<file path="src/rtl/mvm_pkg.sv">
// mvm_pkg: shared state encoding and default sizes for the matrix-vector MAC sequencer
package mvm_pkg;
    localparam int MVM_DIM = 8;
    localparam int MVM_DW = 8;
    typedef enum logic [2:0] {IDLE, CLEAR, LOAD, COMPUTE, DRAIN, DONE} mvm_state_t;
endpackage

</file>
<file path="src/rtl/mvm_seq_ctrl_if.sv">
// mvm_seq_ctrl_if: host job/load handshake between the host and the sequencer
interface mvm_seq_ctrl_if import mvm_pkg::*; #(
    parameter int DIM = MVM_DIM,
    parameter int DW = MVM_DW
);
    logic start, in_valid, in_ready, busy, done, err;
    logic [DIM*DW-1:0] in_a_data;
    logic [DW-1:0] in_b_data;
    modport master(output start, in_valid, in_a_data, in_b_data, input in_ready, busy, done, err);
    modport slave(input start, in_valid, in_a_data, in_b_data, output in_ready, busy, done, err);
endinterface

</file>
<file path="src/rtl/mvm_skew_gen.sv">
// mvm_skew_gen: decodes the compute counter into skewed A-row and B read enables
module mvm_skew_gen import mvm_pkg::*; #(
    parameter int DIM = MVM_DIM,
    parameter int CNT_W = $clog2(2*DIM)
) (
    input  mvm_state_t       state,
    input  logic [CNT_W-1:0] k,
    output logic [DIM-1:0]   a_rden,
    output logic             b_rden
);
    for (genvar i = 0; i < DIM; i++) begin : g_rd
        assign a_rden[i] = state == COMPUTE && k >= CNT_W'(i) && k < CNT_W'(i + DIM);
    end
    assign b_rden = state == COMPUTE && k < CNT_W'(DIM);
endmodule

</file>
<file path="src/rtl/mvm_seq_ctrl.sv">
// mvm_seq_ctrl: one-job-per-start sequencer driving FIFO writes/reads and MAC enables/clear
module mvm_seq_ctrl import mvm_pkg::*; #(
    parameter int DIM = MVM_DIM,
    parameter int DATA_WIDTH = MVM_DW,
    parameter int CNT_W = $clog2(2*DIM)
) (
    input  logic                      clk,
    input  logic                      rst,
    mvm_seq_ctrl_if.slave             host,
    input  logic [DIM-1:0]            a_full,
    input  logic [DIM-1:0]            a_empty,
    input  logic                      b_full,
    input  logic                      b_empty,
    output logic                      a_wren,
    output logic [DIM*DATA_WIDTH-1:0] a_wdata,
    output logic                      b_wren,
    output logic [DATA_WIDTH-1:0]     b_wdata,
    output logic [DIM-1:0]            a_rden,
    output logic                      b_rden,
    output logic [DIM-1:0]            mac_en,
    output logic                      mac_clr
);
    localparam logic [CNT_W-1:0] LOAD_END = CNT_W'(DIM - 1);
    localparam logic [CNT_W-1:0] COMP_END = CNT_W'(2*DIM - 2);
    mvm_state_t state, state_nxt;
    logic [CNT_W-1:0] cnt, cnt_nxt;
    logic accept, full_hit, empty_hit, err;
    mvm_skew_gen #(.DIM(DIM), .CNT_W(CNT_W)) u_skew (
        .state(state),
        .k(cnt),
        .a_rden(a_rden),
        .b_rden(b_rden)
    );
    assign full_hit = state == LOAD && host.in_valid && (|a_full || b_full);
    assign empty_hit = |(a_rden & a_empty) || (b_rden && b_empty);
    assign host.in_ready = state == LOAD && !full_hit;
    assign accept = host.in_valid && host.in_ready;
    assign a_wren = accept;
    assign b_wren = accept;
    assign a_wdata = accept ? host.in_a_data : '0;
    assign b_wdata = accept ? host.in_b_data : '0;
    assign mac_clr = state == CLEAR;
    assign host.busy = state != IDLE;
    assign host.done = state == DONE;
    assign host.err = err;
    always_comb begin
        state_nxt = state;
        cnt_nxt = cnt;
        case (state)
            IDLE:    state_nxt = host.start ? CLEAR : IDLE;
            CLEAR:   state_nxt = LOAD;
            LOAD: begin
                state_nxt = accept && cnt == LOAD_END ? COMPUTE : LOAD;
                cnt_nxt = !accept ? cnt : cnt == LOAD_END ? '0 : cnt + 1'b1;
            end
            COMPUTE: begin
                state_nxt = cnt == COMP_END ? DRAIN : COMPUTE;
                cnt_nxt = cnt == COMP_END ? '0 : cnt + 1'b1;
            end
            DRAIN:   state_nxt = DONE;
            DONE:    state_nxt = IDLE;
            default: state_nxt = IDLE;
        endcase
    end
    always_ff @(posedge clk) begin
        if (rst) begin
            state <= IDLE;
            cnt <= '0;
            mac_en <= '0;
            err <= 1'b0;
        end else begin
            state <= state_nxt;
            cnt <= cnt_nxt;
            mac_en <= a_rden;
            err <= state == IDLE && host.start ? ~&a_empty || !b_empty : err || full_hit || empty_hit;
        end
    end
endmodule

</file>
<file path="src/flat_wrapper.sv">
// flat-port wrapper written by rule: the top's interface ports become plain ports
module mvm_seq_ctrl_flat import mvm_pkg::*;
#(
    parameter int DIM = MVM_DIM,
    parameter int DATA_WIDTH = MVM_DW,
    parameter int CNT_W = $clog2(2*DIM)
)
  (clk, rst, a_full, a_empty, b_full, b_empty, a_wren, a_wdata, b_wren, b_wdata, a_rden, b_rden, mac_en, mac_clr, host_start, host_in_valid, host_in_a_data, host_in_b_data, host_in_ready, host_busy, host_done, host_err);
  mvm_seq_ctrl_if #(.DIM(DIM), .DW((8))) host_i ();
  input  logic clk;
  input  logic rst;
  input  logic [DIM-1:0] a_full;
  input  logic [DIM-1:0] a_empty;
  input  logic b_full;
  input  logic b_empty;
  output logic a_wren;
  output logic [DIM*DATA_WIDTH-1:0] a_wdata;
  output logic b_wren;
  output logic [DATA_WIDTH-1:0] b_wdata;
  output logic [DIM-1:0] a_rden;
  output logic b_rden;
  output logic [DIM-1:0] mac_en;
  output logic mac_clr;
  input wire logic [$bits(host_i.start)-1:0] host_start;
  input wire logic [$bits(host_i.in_valid)-1:0] host_in_valid;
  input wire logic [$bits(host_i.in_a_data)-1:0] host_in_a_data;
  input wire logic [$bits(host_i.in_b_data)-1:0] host_in_b_data;
  output wire logic [$bits(host_i.in_ready)-1:0] host_in_ready;
  output wire logic [$bits(host_i.busy)-1:0] host_busy;
  output wire logic [$bits(host_i.done)-1:0] host_done;
  output wire logic [$bits(host_i.err)-1:0] host_err;
  assign host_i.start = host_start;
  assign host_i.in_valid = host_in_valid;
  assign host_i.in_a_data = host_in_a_data;
  assign host_i.in_b_data = host_in_b_data;
  assign host_in_ready = host_i.in_ready;
  assign host_busy = host_i.busy;
  assign host_done = host_i.done;
  assign host_err = host_i.err;
  mvm_seq_ctrl #(.DIM(DIM), .DATA_WIDTH(DATA_WIDTH), .CNT_W(CNT_W)) u_core (.clk(clk), .rst(rst), .host(host_i), .a_full(a_full), .a_empty(a_empty), .b_full(b_full), .b_empty(b_empty), .a_wren(a_wren), .a_wdata(a_wdata), .b_wren(b_wren), .b_wdata(b_wdata), .a_rden(a_rden), .b_rden(b_rden), .mac_en(mac_en), .mac_clr(mac_clr));
endmodule
</file>
<file path="config.mk">
export PLATFORM = sky130hd
export DESIGN_NAME = mvm_seq_ctrl_flat
export DESIGN_NICKNAME = d
export VERILOG_FILES = /design/src/rtl/mvm_pkg.sv /design/src/rtl/mvm_seq_ctrl_if.sv /design/src/rtl/mvm_skew_gen.sv /design/src/rtl/mvm_seq_ctrl.sv /design/src/flat_wrapper.sv
export SDC_FILE = /design/constraint.sdc
export NUM_CORES = 1
export LEC_CHECK = 0
export ABC_AREA = 1
export CORE_MARGIN = 2
export CORE_UTILIZATION = 28
export DETAILED_ROUTE_END_ITERATION = 8
export PLACE_DENSITY = 0.88
export SLEW_MARGIN = 0
export SYNTH_ARGS = -nofsm -noshare
export SYNTH_HDL_FRONTEND = slang
export SYNTH_HIERARCHICAL = 1
export SYNTH_SLANG_ARGS = --single-unit
</file>
<file path="constraint.sdc">
create_clock -name clk -period 1.9 [get_ports clk]
set_input_delay 0.285 -clock clk [delete_from_list [all_inputs] [get_ports clk]]
set_output_delay 0.285 -clock clk [all_outputs]
set_load 0.01 [all_outputs]
</file>
Word level (Yosys, flattened, before mapping) --
Cells that the tools add are included.
Cells by class: multiplexer cells 11, bitwise logic cells 1, order comparisons 16, add/sub/neg operators 1, eq/ne operators 8, reductions and logical operators 39
Operators with widths (number):
- $mux 64 | 1
- $lt 4x4->1 const B | 8
- $logic_and 1x1->1 | 24
- $ge 4x3->1 const B | 4
- $reduce_or 8->1 | 2
- $pmux 3 s5 | 1
- $mux 4 | 3
- $and 8x8->8 | 1
- $ge 4x1->1 const B | 2
- $ge 4x2->1 const B | 2
- $mux 8 | 1
- $pmux 4 s2 | 1
- $reduce_and 8->1 | 1
- $eq 3x2->1 const B | 2
- $eq 3x3->1 const B | 2
- $logic_or 1x1->1 | 5
- $add 4x1->4 const B | 1
- $eq 4x3->1 const B | 1
- $eq 4x4->1 const B | 1
- $eq 3x1->1 const B | 1
- $logic_not 1->1 | 3
- $logic_not 3->1 | 1
- $mux 1 | 3
- $mux 3 | 1
- other kinds (4) | 4
Word-level totals: register bits 16, output and inout port bits 96, input bits 94

Depth between registers and ports, before layout --
depth in word-level cells 9, mapped depth 9

Hierarchy --
Netlist, hierarchy kept.
By module, submodules not included:
- mvm_seq_ctrl | area each 1541.5 µm², cells each 277, instances 1, seq. area each 320.3 µm²
- mvm_skew_gen | area each 173.9 µm², cells each 43, instances 1, seq. area each 0.0 µm²

Worst setup path after synthesis --
OpenSTA, ideal clock, no wires.
kind register to output, from reg u_core.state[2], to out b_wren, cell stages (with the launch flop) 9, data arrival time 1254 ps, required time 1615 ps, setup slack 361 ps, cell sequence dfxtp_1 > inv_2 > nand3_2 > nor2_2 > nand2_2 > buf_6 > buf_8 > inv_1 > buf_4
On the way: longest elaborated chain between the ends 6
RTL lines:
- from (decl) | line mvm_seq_ctrl.sv:25 | mvm_state_t state, state_nxt;
- from (signal assigned) | line mvm_seq_ctrl.sv:72 | state <= state_nxt;
- $eq 3x2->1 * | line mvm_seq_ctrl.sv:34, mvm_seq_ctrl.sv:36
- $logic_and 1x1->1 (2 in a row) | line mvm_seq_ctrl.sv:34 | assign full_hit = state == LOAD && host.in_valid && (|a_full || b_full);
- $logic_not 1->1 | line mvm_seq_ctrl.sv:36 | assign host.in_ready = state == LOAD && !full_hit;
- $logic_and 1x1->1 * | line mvm_seq_ctrl.sv:36
- $logic_and 1x1->1 * | line mvm_seq_ctrl.sv:37 | assign accept = host.in_valid && host.in_ready;
- to (decl) | line flat_wrapper.sv:18 | output logic b_wren;
Mark *: on every way between the ends. The rest lies on a longest branch, timed or not.

Worst setup path in the final report --
from reg u_core.state[0], to out a_wdata[50]
On the way: longest elaborated chain between the ends 7
RTL lines:
- $eq 3x2->1 * | line mvm_seq_ctrl.sv:34, mvm_seq_ctrl.sv:36
- $logic_and 1x1->1 (2 in a row) | line mvm_seq_ctrl.sv:34
- $logic_not 1->1 | line mvm_seq_ctrl.sv:36
- $logic_and 1x1->1 * | line mvm_seq_ctrl.sv:36
- $logic_and 1x1->1 * | line mvm_seq_ctrl.sv:37
- $mux 64 * | line mvm_seq_ctrl.sv:40 | assign a_wdata = accept ? host.in_a_data : '0;
- to (decl) | line flat_wrapper.sv:17 | output logic [DIM*DATA_WIDTH-1:0] a_wdata;
Marked as above.

==> results by stage <==
Global routing:
- The initial antenna violation count is 0.
- In the global route stage, overall resource usage came out at 0.233.
- The via count of the first global-routing pass is 2,519.
- The global-route wire length before repair is 12.0 mm.
- For this run the aggregate overflow at the end of global routing stands at 0.
- The largest net degree at the start of global routing is 22.

Detailed routing:
- The via-per-instance ratio is between 4 and 5.
- The number of optimization iterations in the first detailed-route pass is 4.
- The routed layout has roughly 2,700 vias.
- The number of DRC violations after detailed routing is 0.
- In the final routed layout, each cell accounts on average for 14.2 um.
- For this block, the routed nets add up to a little under 9 mm of wire.
- The violation count after the first detailed-routing iteration is 76.
- The remaining antenna violation count after routing is 0.

Final layout:
- Registers take roughly 320 um^2.
- The area of all placed cells without fillers is 3930 um^2.
- The total area of multi-input combinational cells is roughly 1100 um^2.
- At the end of the flow the core is filled with cells to 0.664.
- In the final design database the tool counted around 630 nets.
- The ratio of cells with drive above 1 in the final layout is 0.321.
- The number of filler instances in the final layout is approximately 510.
- The number of diodes is 0.
- The area growth from synthesis to layout is 129%.

Power and ir drop:
- Of the total power, the share spent switching nets is 0.258.
- The internal power of the cells totals 756 uW.
- The power per cell area is roughly 260 nW/um^2.
- The worst-case IR drop observed on VDD is ~0.00029 V.
- The leakage component of the power is 2.22 nW.
- The combinational group share of total power is 0.355.
- The share of total power dissipated in the clock network is 0.299.
- Of the total power, registers draw 0.345.
- The net switching power of the design is roughly 260 uW.
- After layout, the design draws a total of 1.02 mW.

Clock network:
- After clock tree synthesis, the flow added hold-fix buffers numbering 0.
- Clock tree synthesis inserted a total of 3 buffers.
- TritonCTS built the clock tree.
- CTS built an H-tree with a depth of 1.
- Clock-pin slew was measured on the worst setup and hold paths at roughly 0.060 ns.
- The maximum clock path buffer count is 2.
- The latest clock arrival within the worst-skew pair is approximately 0.26 ns.
- Clock tree synthesis selected as its root buffer the cell sky130_fd_sc_hd__clkbuf_8.
- For this design, the sink count on the clock tree is 16.

Worst hold path:
- The worst hold path belongs to the class register to register.

Timing:
- The final setup violation count is 3.
- The transition time at the pin with the least slew margin is around 0.42 ns.
- The worst setup margin is -0.0165 ns.
- The worst slew margin relative to its limit is 0.718.
- Dividing the final minimum period by the clock period gives 1.01.
- The total count of hold-check failures in the final report is 0.
- The highest achievable clock rate is approximately 520 MHz.
- The max-slew violation count was 0.
- For the final database, setup skew stands at approximately 0.0033 ns.
- The setup total negative slack is -0.0275 ns.
- The smallest clock period supported by the final layout is computed as 1.92 ns.
- Setup repair after global routing could not meet its margin everywhere.

Yosys:
- Of the synthesized area, sequential elements account for 0.187.
- The flip-flop and latch count after synthesis is 16.
- The fraction of synthesized cell area taken by the top area cell type is 0.208.
- After technology mapping, the gate count stands at 320.
- The number of distinct library cells after synthesis is 25.
- The average instance in the mapped netlist occupies roughly 5.4 um^2.
- After synthesis, the cell types taking the most area are sky130_fd_sc_hd__inv_1, sky130_fd_sc_hd__nor2_1, sky130_fd_sc_hd__dfxtp_1, sky130_fd_sc_hd__nand2_1, sky130_fd_sc_hd__nor2_4.
- The post-synthesis cell area is 1720 um^2.
- Counting every net in the synthesized netlist gives about 420.
- During synthesis, Yosys emitted a total of 6 warnings.
- Summed over all instances, the cell type with the most area after synthesis is sky130_fd_sc_hd__inv_1.

Floorplan:
- The die covers just under 7000 um^2.
- The total core area is 5920 um^2.
- The effective utilization at floorplan is 0.290.
- The top-level I/O count is between 150 and 200.
- The die width is 82.3 um.
- From bottom edge to top edge, the die measures 82.3 um.
- The number of cell rows is 28.

Worst setup path:
- The worst setup path is captured at an output pin.
- The cell occurring most often along the worst timing path is sky130_fd_sc_hd__buf_12.
- For the worst setup path, the data required time is 1.62 ns.
- On the critical path, the stage with the largest delay is an instance of sky130_fd_sc_hd__dfxtp_2.
- The worst setup path is launched from a register.
- At the worst endpoint, the arrival time is about 1.6 ns.
- The peak fanout along the critical path is 8.
- The highest cell delay on the worst timing path is about 0.33 ns.
- The family with the most delay on the worst path is buffers and inverters.
- The category of the critical setup timing path is register to output pin.
- The critical path contains buffers and inverters numbering 5 combined.
- The signal on the critical path passes through inv_2, nand3_4, nor2_4, nand2_4, buf_12, buf_12, buf_16, nor2_2, buf_2.

Run:
- Max-cap violations in this run came to 0.

Placed design:
- The congestion estimate from routability-driven global placement came to ~0.9.
- The count of buffers from port buffering is 189.
- The placed instances occupy a cell area of between 3000 and 4000 um^2.
- Detailed placement finished with a half-perimeter wire length of 6.47 mm.

Outcome:
- The run finished, with violations left.
- The final reports fail on setup timing.
power by group through the flow:
stage / registers (mW) / logic [mW] / clock network, mW
final: 0.352 / 0.362 / 0.305
after global routing: 0.352 / 0.395 / 0.325
after CTS: 0.350 / 0.342 / 0.314
after detailed placement: 0.356 / 0.343 / 0
after global placement: 0.356 / 0.335 / 0
after floorplan: 0.360 / 0.0892 / 0
registers in the layout, indices dropped and copies added, names as in the netlist:
signal / cells
u_core/state: 3
u_core/cnt: 4
u_core/host.err: 1
u_core/mac_en: 8
through the flow:
step	instances	worst slack [ns]	hold slack, ns
3_5_place_dp	596	-0.548	0.579
2_1_floorplan	320	0.361	0.354
3_3_place_gp	596	-0.470	0.536
6_report	611	-0.0165	0.644
4_1_cts	610	-0.0462	0.587
5_1_grt	611	-0.0911	0.687
area by class of cell:
cell class              count  area share
inverters                  97      0.0926
flip-flops and latches     16      0.0825
clock buffers               4      0.0140
multi-input cells         196       0.280
well taps                  75      0.0239
repair buffers            223       0.507
per-layer routing:
layer | GRT usage | up-vias | part of all wire | wire [um]
li1 | - | 1339 | - | -
met1 | 0.235 | 1200 | 0.34 | 2960
met2 | 0.460 | 115 | 0.54 | 4670
met3 | 0.0478 | 17 | 0.092 | 799
met4 | 0.0883 | 0 | 0.025 | 216
met5 | 0 | - | 0 | 0
cells by family after synthesis:
| kind of cell | Yosys count | synth area share |
|---|---|---|
| XOR/XNOR | 1 | 0.00511 |
| flip-flops | 16 | 0.187 |
| AND/OR/NAND/NOR | 176 | 0.474 |
| AO/OA/AOI/OAI | 16 | 0.0503 |
| buffers and inverters | 108 | 0.262 |
| adder cells (fa/ha/maj) | 3 | 0.0219 |
placed cells by master (no fill, tap or decap), types with 2 or more instances in the layout:
cell                              netlist  layout
sky130_fd_sc_hd__dlymetal6s2s_1         0       3
sky130_fd_sc_hd__nor2_1                86      62
sky130_fd_sc_hd__clkbuf_8               0       4
sky130_fd_sc_hd__clkdlybuf4s50_1        0      94
sky130_fd_sc_hd__nand2_1               43      42
sky130_fd_sc_hd__buf_6                  1      11
sky130_fd_sc_hd__buf_4                  2      24
sky130_fd_sc_hd__o21ai_0                3       2
sky130_fd_sc_hd__clkbuf_2               0       3
sky130_fd_sc_hd__buf_16                 0       5
sky130_fd_sc_hd__dlygate4sd2_1          0      14
sky130_fd_sc_hd__ha_1                   3       3
sky130_fd_sc_hd__o21a_1                 2       2
sky130_fd_sc_hd__nor3_1                 5       5
sky130_fd_sc_hd__clkdlybuf4s15_1        0       3
sky130_fd_sc_hd__nand4_1                6       6
sky130_fd_sc_hd__buf_12                 0       5
sky130_fd_sc_hd__inv_1                 95      92
sky130_fd_sc_hd__dfxtp_2                0       3
sky130_fd_sc_hd__nor2_2                12      22
sky130_fd_sc_hd__nor2_4                10      24
sky130_fd_sc_hd__inv_2                  2       5
sky130_fd_sc_hd__a21oi_1                9       9
sky130_fd_sc_hd__nand3_1               11      10
sky130_fd_sc_hd__buf_2                  5      61
sky130_fd_sc_hd__dfxtp_1               16      13
synth_stat cells:
cell type                   n
sky130_fd_sc_hd__nand2_2    1
sky130_fd_sc_hd__buf_4      2
sky130_fd_sc_hd__nor3_1     5
sky130_fd_sc_hd__buf_8      2
sky130_fd_sc_hd__o21ai_1    1
sky130_fd_sc_hd__nand3_2    1
sky130_fd_sc_hd__buf_6      1
sky130_fd_sc_hd__inv_1     95
sky130_fd_sc_hd__o21ai_0    3
sky130_fd_sc_hd__inv_2      2
sky130_fd_sc_hd__nand3b_1   1
sky130_fd_sc_hd__o22ai_1    1
sky130_fd_sc_hd__nand2_1   43
sky130_fd_sc_hd__nor2_2    12
sky130_fd_sc_hd__buf_2      5
sky130_fd_sc_hd__nor2_4    10
sky130_fd_sc_hd__o21a_1     2
sky130_fd_sc_hd__clkbuf_1   1
sky130_fd_sc_hd__xor2_1     1
sky130_fd_sc_hd__nor2_1    86
sky130_fd_sc_hd__dfxtp_1   16
sky130_fd_sc_hd__ha_1       3
sky130_fd_sc_hd__a21oi_1    9
sky130_fd_sc_hd__nand3_1   11
sky130_fd_sc_hd__nand4_1    6
worst register-to-register path: stages (launching register included):
cell,delay [ns]
sky130_fd_sc_hd__dfxtp_1,0.52
sky130_fd_sc_hd__inv_2,0.11
sky130_fd_sc_hd__nor2_1,0.15
sky130_fd_sc_hd__nand2_1,0.08
sky130_fd_sc_hd__nand2_1,0.08
sky130_fd_sc_hd__nor2_2,0.05
sky130_fd_sc_hd__buf_4,0.13
sky130_fd_sc_hd__nand2_1,0.05
sky130_fd_sc_hd__nand3_1,0.07
sky130_fd_sc_hd__nor3_1,0.19
sky130_fd_sc_hd__a21oi_1,0.09
path summary, 6_finish.rpt:
| kind | slack, ns | start | depth (start not counted) | endpoint |
|---|---|---|---|---|
| worst max-delay path | -0.02 | u_core/state[0] | 9 | a_wdata[50] |
| worst min-delay path | 0.64 | u_core/cnt[3] | 2 | u_core/cnt[3] |
| worst max register to register | 0.28 | u_core/cnt[3] | 10 | u_core/host.err |
| worst min register to register | 0.64 | u_core/cnt[3] | 2 | u_core/cnt[3] |
what timing repair did:
item	CTS	global route
endpoints found under the setup margin	84	78
gates cloned	4	0
pin swaps	10	6
gates resized for setup	329	60
setup buffers	6	1
Power figures use the tool's default switching activity.
